$ cat config.mk
export PLATFORM = sky130hd
export DESIGN_NAME = mult_ctrl
export DESIGN_NICKNAME = d
export VERILOG_FILES = /design/src/rtl/cpu_consts.sv /design/src/rtl/mult_tracker.sv /design/src/rtl/mult_ctrl.sv
export SDC_FILE = /design/constraint.sdc
export NUM_CORES = 1
export LEC_CHECK = 0
export CAP_MARGIN = 20
export CORE_AREA = 4 4 197 199
export CTS_BUF_LIST = sky130_fd_sc_hd__clkbuf_8 sky130_fd_sc_hd__clkbuf_16
export DETAILED_ROUTE_END_ITERATION = 7
export DIE_AREA = 0 0 201 203
export GPL_TIMING_DRIVEN = 1
export PLACE_DENSITY_LB_ADDON = 0.2
export SLEW_MARGIN = 20
export SYNTH_ARGS = -nofsm -noshare
export SYNTH_HDL_FRONTEND = slang
export SYNTH_HIERARCHICAL = 1
export SYNTH_SLANG_ARGS = --single-unit
$ cat constraint.sdc
create_clock -name clk -period 5.25 [get_ports clk]
set_input_delay 1.05 -clock clk [delete_from_list [all_inputs] [get_ports clk]]
set_output_delay 1.05 -clock clk [all_outputs]
set_load 0.05 [all_outputs]
$ cat src/rtl/cpu_consts.sv
// Shared constants for the execute-stage multiplier controller.
//   - multiplier function codes
//   - mult_ctrl FSM state enum
//   - register-file geometry and the tracker slot record
package cpu_consts;

  localparam int unsigned XLEN   = 64;
  localparam int unsigned REG_AW = 5;

  typedef enum logic [2:0] {
    MUL    = 3'd0,
    MULH   = 3'd1,
    MULHSU = 3'd2,
    MULHU  = 3'd3
  } mult_func_e;

  typedef enum logic [1:0] {
    RUN   = 2'd0,
    DRAIN = 2'd1,
    DONE  = 2'd2
  } mult_ctrl_state_e;

  typedef struct packed {
    logic              valid;
    logic [REG_AW-1:0] rd;
  } trk_slot_t;

endpackage

$ cat src/rtl/mult_tracker.sv
// In-flight destination tracker for the pipelined multiplier.
// One slot per multiplier stage; slot 0 takes the op issued this cycle and
// the last slot lines up with the multiplier's result-valid cycle.
// Ports:
//   clk, reset_n            clock, async active-low reset
//   stall_i                 freeze all slots
//   flush_i                 clear every valid bit
//   load_i, load_rd_i       op issued this cycle and its destination
//   rs1_addr_i, rs2_addr_i  decode sources for the RAW check
//   wb_mult_i, wb_rd_i      writeback stage holds a multiplier result for wb_rd_i
//   last_valid_o, last_rd_o last slot contents
//   empty_o                 no valid slot
//   raw_hazard_o            a nonzero source matches a pending destination
module mult_tracker
  import cpu_consts::*;
#(
  parameter int unsigned MUL_LAT = 5
) (
  input  logic              clk,
  input  logic              reset_n,
  input  logic              stall_i,
  input  logic              flush_i,
  input  logic              load_i,
  input  logic [REG_AW-1:0] load_rd_i,
  input  logic [REG_AW-1:0] rs1_addr_i,
  input  logic [REG_AW-1:0] rs2_addr_i,
  input  logic              wb_mult_i,
  input  logic [REG_AW-1:0] wb_rd_i,
  output logic              last_valid_o,
  output logic [REG_AW-1:0] last_rd_o,
  output logic              empty_o,
  output logic              raw_hazard_o
);

  trk_slot_t slots [MUL_LAT];

  always_ff @(posedge clk or negedge reset_n) begin
    if (!reset_n) begin
      for (int unsigned i = 0; i < MUL_LAT; i++) slots[i] <= '0;
    end else if (flush_i) begin
      // Issue cannot coincide with flush, so clearing slot 0 loses nothing.
      for (int unsigned i = 0; i < MUL_LAT; i++) slots[i].valid <= 1'b0;
    end else if (!stall_i) begin
      slots[0].valid <= load_i;
      slots[0].rd    <= load_rd_i;
      for (int unsigned i = 1; i < MUL_LAT; i++) slots[i] <= slots[i-1];
    end
  end

  assign last_valid_o = slots[MUL_LAT-1].valid;
  assign last_rd_o    = slots[MUL_LAT-1].rd;

  logic hit1, hit2;

  always_comb begin
    hit1    = 1'b0;
    hit2    = 1'b0;
    empty_o = 1'b1;
    for (int unsigned i = 0; i < MUL_LAT; i++) begin
      if (slots[i].valid) begin
        empty_o = 1'b0;
        if (slots[i].rd == rs1_addr_i) hit1 = 1'b1;
        if (slots[i].rd == rs2_addr_i) hit2 = 1'b1;
      end
    end
    if (wb_mult_i && (wb_rd_i == rs1_addr_i)) hit1 = 1'b1;
    if (wb_mult_i && (wb_rd_i == rs2_addr_i)) hit2 = 1'b1;
    // x0 is hardwired to zero and never creates a dependency.
    raw_hazard_o = (hit1 && (rs1_addr_i != '0)) || (hit2 && (rs2_addr_i != '0));
  end

endmodule

$ cat src/rtl/mult_ctrl.sv
// Issue and writeback controller for the 64-bit pipelined multiplier.
// Ports:
//   clk, reset_n                      clock, async active-low reset
//   req_*                             decode multiply request (valid/ready)
//   mult_instr/func/rd_addr/opr_a/b_o issue to the multiplier
//   mult_stall_o, mult_kill_o         multiplier stall and kill
//   mult_valid_i, mult_rd_addr_i,
//   mult_res_i                        multiplier result
//   stall_i, flush_i                  global pipeline stall / squash
//   rs1_addr_i, rs2_addr_i,
//   raw_hazard_o                      RAW check against pending multiplies
//   alu_wb_*                          ALU writeback request / grant
//   wb_en_o, wb_rd_o, wb_data_o       register-file write port
//   drain_req_i, drain_done_o         drain handshake for fences / CSR ops
//   err_o                             sticky protocol error
module mult_ctrl
  import cpu_consts::*;
#(
  parameter int unsigned MUL_LAT = 5
) (
  input  logic        clk,
  input  logic        reset_n,
  input  logic        req_valid_i,
  output logic        req_ready_o,
  input  logic [2:0]  req_func_i,
  input  logic [4:0]  req_rd_addr_i,
  input  logic [63:0] req_opr_a_i,
  input  logic [63:0] req_opr_b_i,
  output logic        mult_instr_o,
  output logic [2:0]  mult_func_o,
  output logic [4:0]  mult_rd_addr_o,
  output logic [63:0] mult_opr_a_o,
  output logic [63:0] mult_opr_b_o,
  output logic        mult_stall_o,
  output logic        mult_kill_o,
  input  logic        mult_valid_i,
  input  logic [4:0]  mult_rd_addr_i,
  input  logic [63:0] mult_res_i,
  input  logic        stall_i,
  input  logic        flush_i,
  input  logic [4:0]  rs1_addr_i,
  input  logic [4:0]  rs2_addr_i,
  output logic        raw_hazard_o,
  input  logic        alu_wb_valid_i,
  input  logic [4:0]  alu_wb_rd_i,
  input  logic [63:0] alu_wb_data_i,
  output logic        alu_wb_ready_o,
  output logic        wb_en_o,
  output logic [4:0]  wb_rd_o,
  output logic [63:0] wb_data_o,
  input  logic        drain_req_i,
  output logic        drain_done_o,
  output logic        err_o
);

  mult_ctrl_state_e state;

  logic       fire;
  logic       chk_en;
  logic       acc;
  logic       alu_fire;
  logic       wb_mult;
  logic       trk_last_valid;
  logic [4:0] trk_last_rd;
  logic       trk_empty;

  assign req_ready_o = !stall_i && !flush_i && (state == RUN);
  assign fire        = req_valid_i && req_ready_o;

  assign mult_instr_o   = fire;
  assign mult_func_o    = fire ? req_func_i    : '0;
  assign mult_rd_addr_o = fire ? req_rd_addr_i : '0;
  assign mult_opr_a_o   = fire ? req_opr_a_i   : '0;
  assign mult_opr_b_o   = fire ? req_opr_b_i   : '0;
  assign mult_stall_o   = stall_i;
  assign mult_kill_o    = flush_i;

  // A stalled multiplier holds its result, so the last slot is judged only on
  // cycles where it will actually advance; otherwise the same result would be
  // accepted repeatedly. A result meeting a flush is squashed with the rest.
  assign chk_en   = !stall_i && !flush_i;
  assign acc      = chk_en && trk_last_valid && mult_valid_i && (mult_rd_addr_i == trk_last_rd);
  assign alu_wb_ready_o = !acc && !stall_i;
  assign alu_fire = alu_wb_valid_i && alu_wb_ready_o;

  mult_tracker #(
    .MUL_LAT (MUL_LAT)
  ) u_tracker (
    .clk          (clk),
    .reset_n      (reset_n),
    .stall_i      (stall_i),
    .flush_i      (flush_i),
    .load_i       (fire),
    .load_rd_i    (req_rd_addr_i),
    .rs1_addr_i   (rs1_addr_i),
    .rs2_addr_i   (rs2_addr_i),
    .wb_mult_i    (wb_mult),
    .wb_rd_i      (wb_rd_o),
    .last_valid_o (trk_last_valid),
    .last_rd_o    (trk_last_rd),
    .empty_o      (trk_empty),
    .raw_hazard_o (raw_hazard_o)
  );

  always_ff @(posedge clk or negedge reset_n) begin
    if (!reset_n) begin
      wb_en_o   <= 1'b0;
      wb_rd_o   <= '0;
      wb_data_o <= '0;
      wb_mult   <= 1'b0;
    end else begin
      wb_mult <= acc;
      if (acc) begin
        wb_en_o   <= (mult_rd_addr_i != '0);
        wb_rd_o   <= mult_rd_addr_i;
        wb_data_o <= mult_res_i;
      end else if (alu_fire) begin
        wb_en_o   <= (alu_wb_rd_i != '0);
        wb_rd_o   <= alu_wb_rd_i;
        wb_data_o <= alu_wb_data_i;
      end else begin
        wb_en_o   <= 1'b0;
      end
    end
  end

  // Invalid slot with a valid result is a flushed/reset-orphaned op: dropped.
  always_ff @(posedge clk or negedge reset_n) begin
    if (!reset_n) begin
      err_o <= 1'b0;
    end else if (chk_en && trk_last_valid &&
                 (!mult_valid_i || (mult_rd_addr_i != trk_last_rd))) begin
      err_o <= 1'b1;
    end
  end

  always_ff @(posedge clk or negedge reset_n) begin
    if (!reset_n) begin
      state        <= RUN;
      drain_done_o <= 1'b0;
    end else begin
      unique case (state)
        RUN: begin
          if (drain_req_i) state <= DRAIN;
        end
        DRAIN: begin
          if (trk_empty && !acc) begin
            state        <= DONE;
            drain_done_o <= 1'b1;
          end
        end
        DONE: begin
          if (!drain_req_i) begin
            state        <= RUN;
            drain_done_o <= 1'b0;
          end
        end
        default: begin
          state        <= RUN;
          drain_done_o <= 1'b0;
        end
      endcase
    end
  end

endmodule

==> out/metrics.cfg <==
[die]
dieHeight_um = 203
die_area_sq_mm = 0.04080
die-width_um = 201
placementRows = 71
core_sq_mm = 0.03722
ios = 506
start_util = 0.1797

[layout]
final_cell_mix = clkdlybuf4s50_1 (370), mux2_2 (158), and3_1 (136)
nFillCells = 3706
finalNonFillerCells = 1549
regArea_sq_mm = 0.002628
drive_gt1_frac = 0.3045
fin_area_sq_mm = 0.01328
nets = 1361
final_core_util = 0.3567
multi_input_area_sq_mm = 0.003691
final_common_cell = clkdlybuf4s50_1
area_growth_syn_to_layout_pct = 98.50

[route]
drt-initial-drc-count = 244
drtAntennaViolNets = 0
finalWirelength_um = 33430
first_pass_iters = 6
via_count = 6481
post-route-drc-count = 0
wl_per_cell_um = 21.58
avgViaCountPerCell = 4.184

[synth]
synth-seq-area-share = 0.3929
ys_types = 27
ys_ff_latch = 105
synth-edff-count = 0
yosys_warnings = 6
synth_area_per_cell_sq_um = 11.04
synth_nets = 898
ys.flop_type = dfrtp_1
netlist_area_sq_mm = 0.006688
async_flop_share = 1.000
synthCells = 606

[setup_path]
start_kind = input port
critPathMaxFanout = 7
rr_startpoint = u_tracker/last_rd_o[2]
cp.required_ns = 4.20
critPathCaptureType = output port
cp.arrival_ns = 3.53
path_class = in -> out
startpoint = rs1_addr_i[4]

[placed_design]
dp_hpwl_um = 27310
gp_congestion = 0.8301
port_buffers = 505
dpl_cell_area_sq_mm = 0.01298
placedCellCount = 1532

[global_route]
met1_usage = 0.1880
gr-usage-all-layers = 0.1561
grt_pass1_wl_um = 47740
met2_usage = 0.2742
grt_overflow = 0
grt_antenna_before_repair = 10
grt_max_degree = 87
use_met3 = 0.05175
busiest_layer = met2
grt_pass1_vias = 6863

[cts]
cts.sinks = 105
cts_tree = built
clock_path_buffers = 2
clkTransAtPathRegs_ns = 0.08
cts.repair.resized = 0
cts_buffers = 9
ctsHoldBuffers = 0
post-cts-setup-buffer-count = 0
cts_htree_levels = 3
insertion_delay_ns = 0.36
cts-root-buf = clkbuf_16

[timing]
max_freq_mhz = 218.3
finalCriticalPeriod_ns = 4.582
slew_violations = 0
rsz0062_at_grt = no
slew_headroom = 0.4058
fin_skew_ns = 0.009316
period_share = 0.8727
finalSetupViolCount = 0
tightest_slew_ns = 0.8913
hold_viol = 0
setup_tns_ns = 0

[power]
powerDensity_mw_per_mm2 = 265.6
p_leak_nw = 5.755
ir_worst_vdd_mv = 0.1655
totalPowerFinal_mw = 3.526

[hold_path]
min-delay-start = err_o
min_path_type = reg -> reg

[run]
max_cap_viol_count = 0

[status]
status = finished clean

cell type report:
class / instances / share of cell area
antenna: 1 / 0.0001885
multi-input combinational: 434 / 0.2780
sequential: 105 / 0.1979
clock inverter: 6 / 0.004147
tap: 474 / 0.04467
clock buffer: 10 / 0.01800
timing repair buffer: 518 / 0.4567
inverter: 1 / 0.0002828
final timing paths:
kind | endpoint | slack, ns | cells after the start
worst min-delay path | err_o | 0.48 | 1
worst max register to register | wb_data_o[1] | 2.48 | 6
max in group asynchronous | wb_data_o[37] | 3.58 | 2
worst min register to register | err_o | 0.48 | 1
worst max-delay path | raw_hazard_o | 0.67 | 8
min in group asynchronous | wb_data_o[1] | 0.78 | 1
through the flow:
step | hold WS [ns] | worst slack (ns)
finish | 0.4823 | 0.6683
global route | 0.5257 | 0.5086
CTS | 0.4876 | 0.6266
detailed placement | 0.4652 | 0.6355
global placement | 0.4615 | 0.6542
floorplan | 0.4717 | 1.661
metal layers:
metal  share of wire  up-vias  wire [um]
met5          0.0042        -        140
met4           0.013       18        435
met3           0.062       41       2083
met2            0.51      207      17190
met1            0.41     3136      13580
li1                -     3079          -
synth_stat cells, types with 7 or more instances:
master,instances,area (sq um)
clkbuf_1,32,120.1
xor2_1,48,420.4
buf_6,10,112.6
xnor2_1,17,148.9
dfrtp_1,105,2628
nor2_1,10,37.54
nand3_1,13,65.06
mux2_2,158,1779
nor4_1,13,81.33
buf_4,13,97.59
nand2_1,7,26.28
buf_2,11,55.05
and3_1,136,850.8
logic make-up (layout without fill, tap and decap cells):
family | count (synthesis) | in the layout | share of synthesized area
AND/OR/NAND/NOR | 192 | 192 | 0.1723
other | 0 | 1 | 0
buffers and inverters | 67 | 535 | 0.05818
AO/OA/AOI/OAI | 8 | 8 | 0.008043
multiplexers | 169 | 169 | 0.2834
XOR/XNOR | 65 | 65 | 0.08513
flip-flops | 105 | 105 | 0.3929
flip-flops by register name, summed over array words and instances (netlist names):
register and flops:
wb_data_o 64, u_tracker/slots 24, u_tracker/last_rd_o 5, wb_rd_o 5
state 2, drain_done_o 1, err_o 1, u_tracker/last_valid_o 1
wb_en_o 1, wb_mult 1
worst max-delay path, cell delays in order:
cell and delay [ns]:
clkdlybuf4s50_1 0.62, xor2_1 0.26, nor4_1 0.34, nand3_1 0.13, nand4_1 0.10, o22ai_1 0.08
nand2_1 0.10, clkdlybuf4s50_1 0.84
where the power goes:
group	total (mW)	switching, mW	internal, mW
clock network	0.690	0.349	0.342
registers	1.14	0.180	0.961
logic	1.69	0.895	0.799
Power figures use the tool's default switching activity.
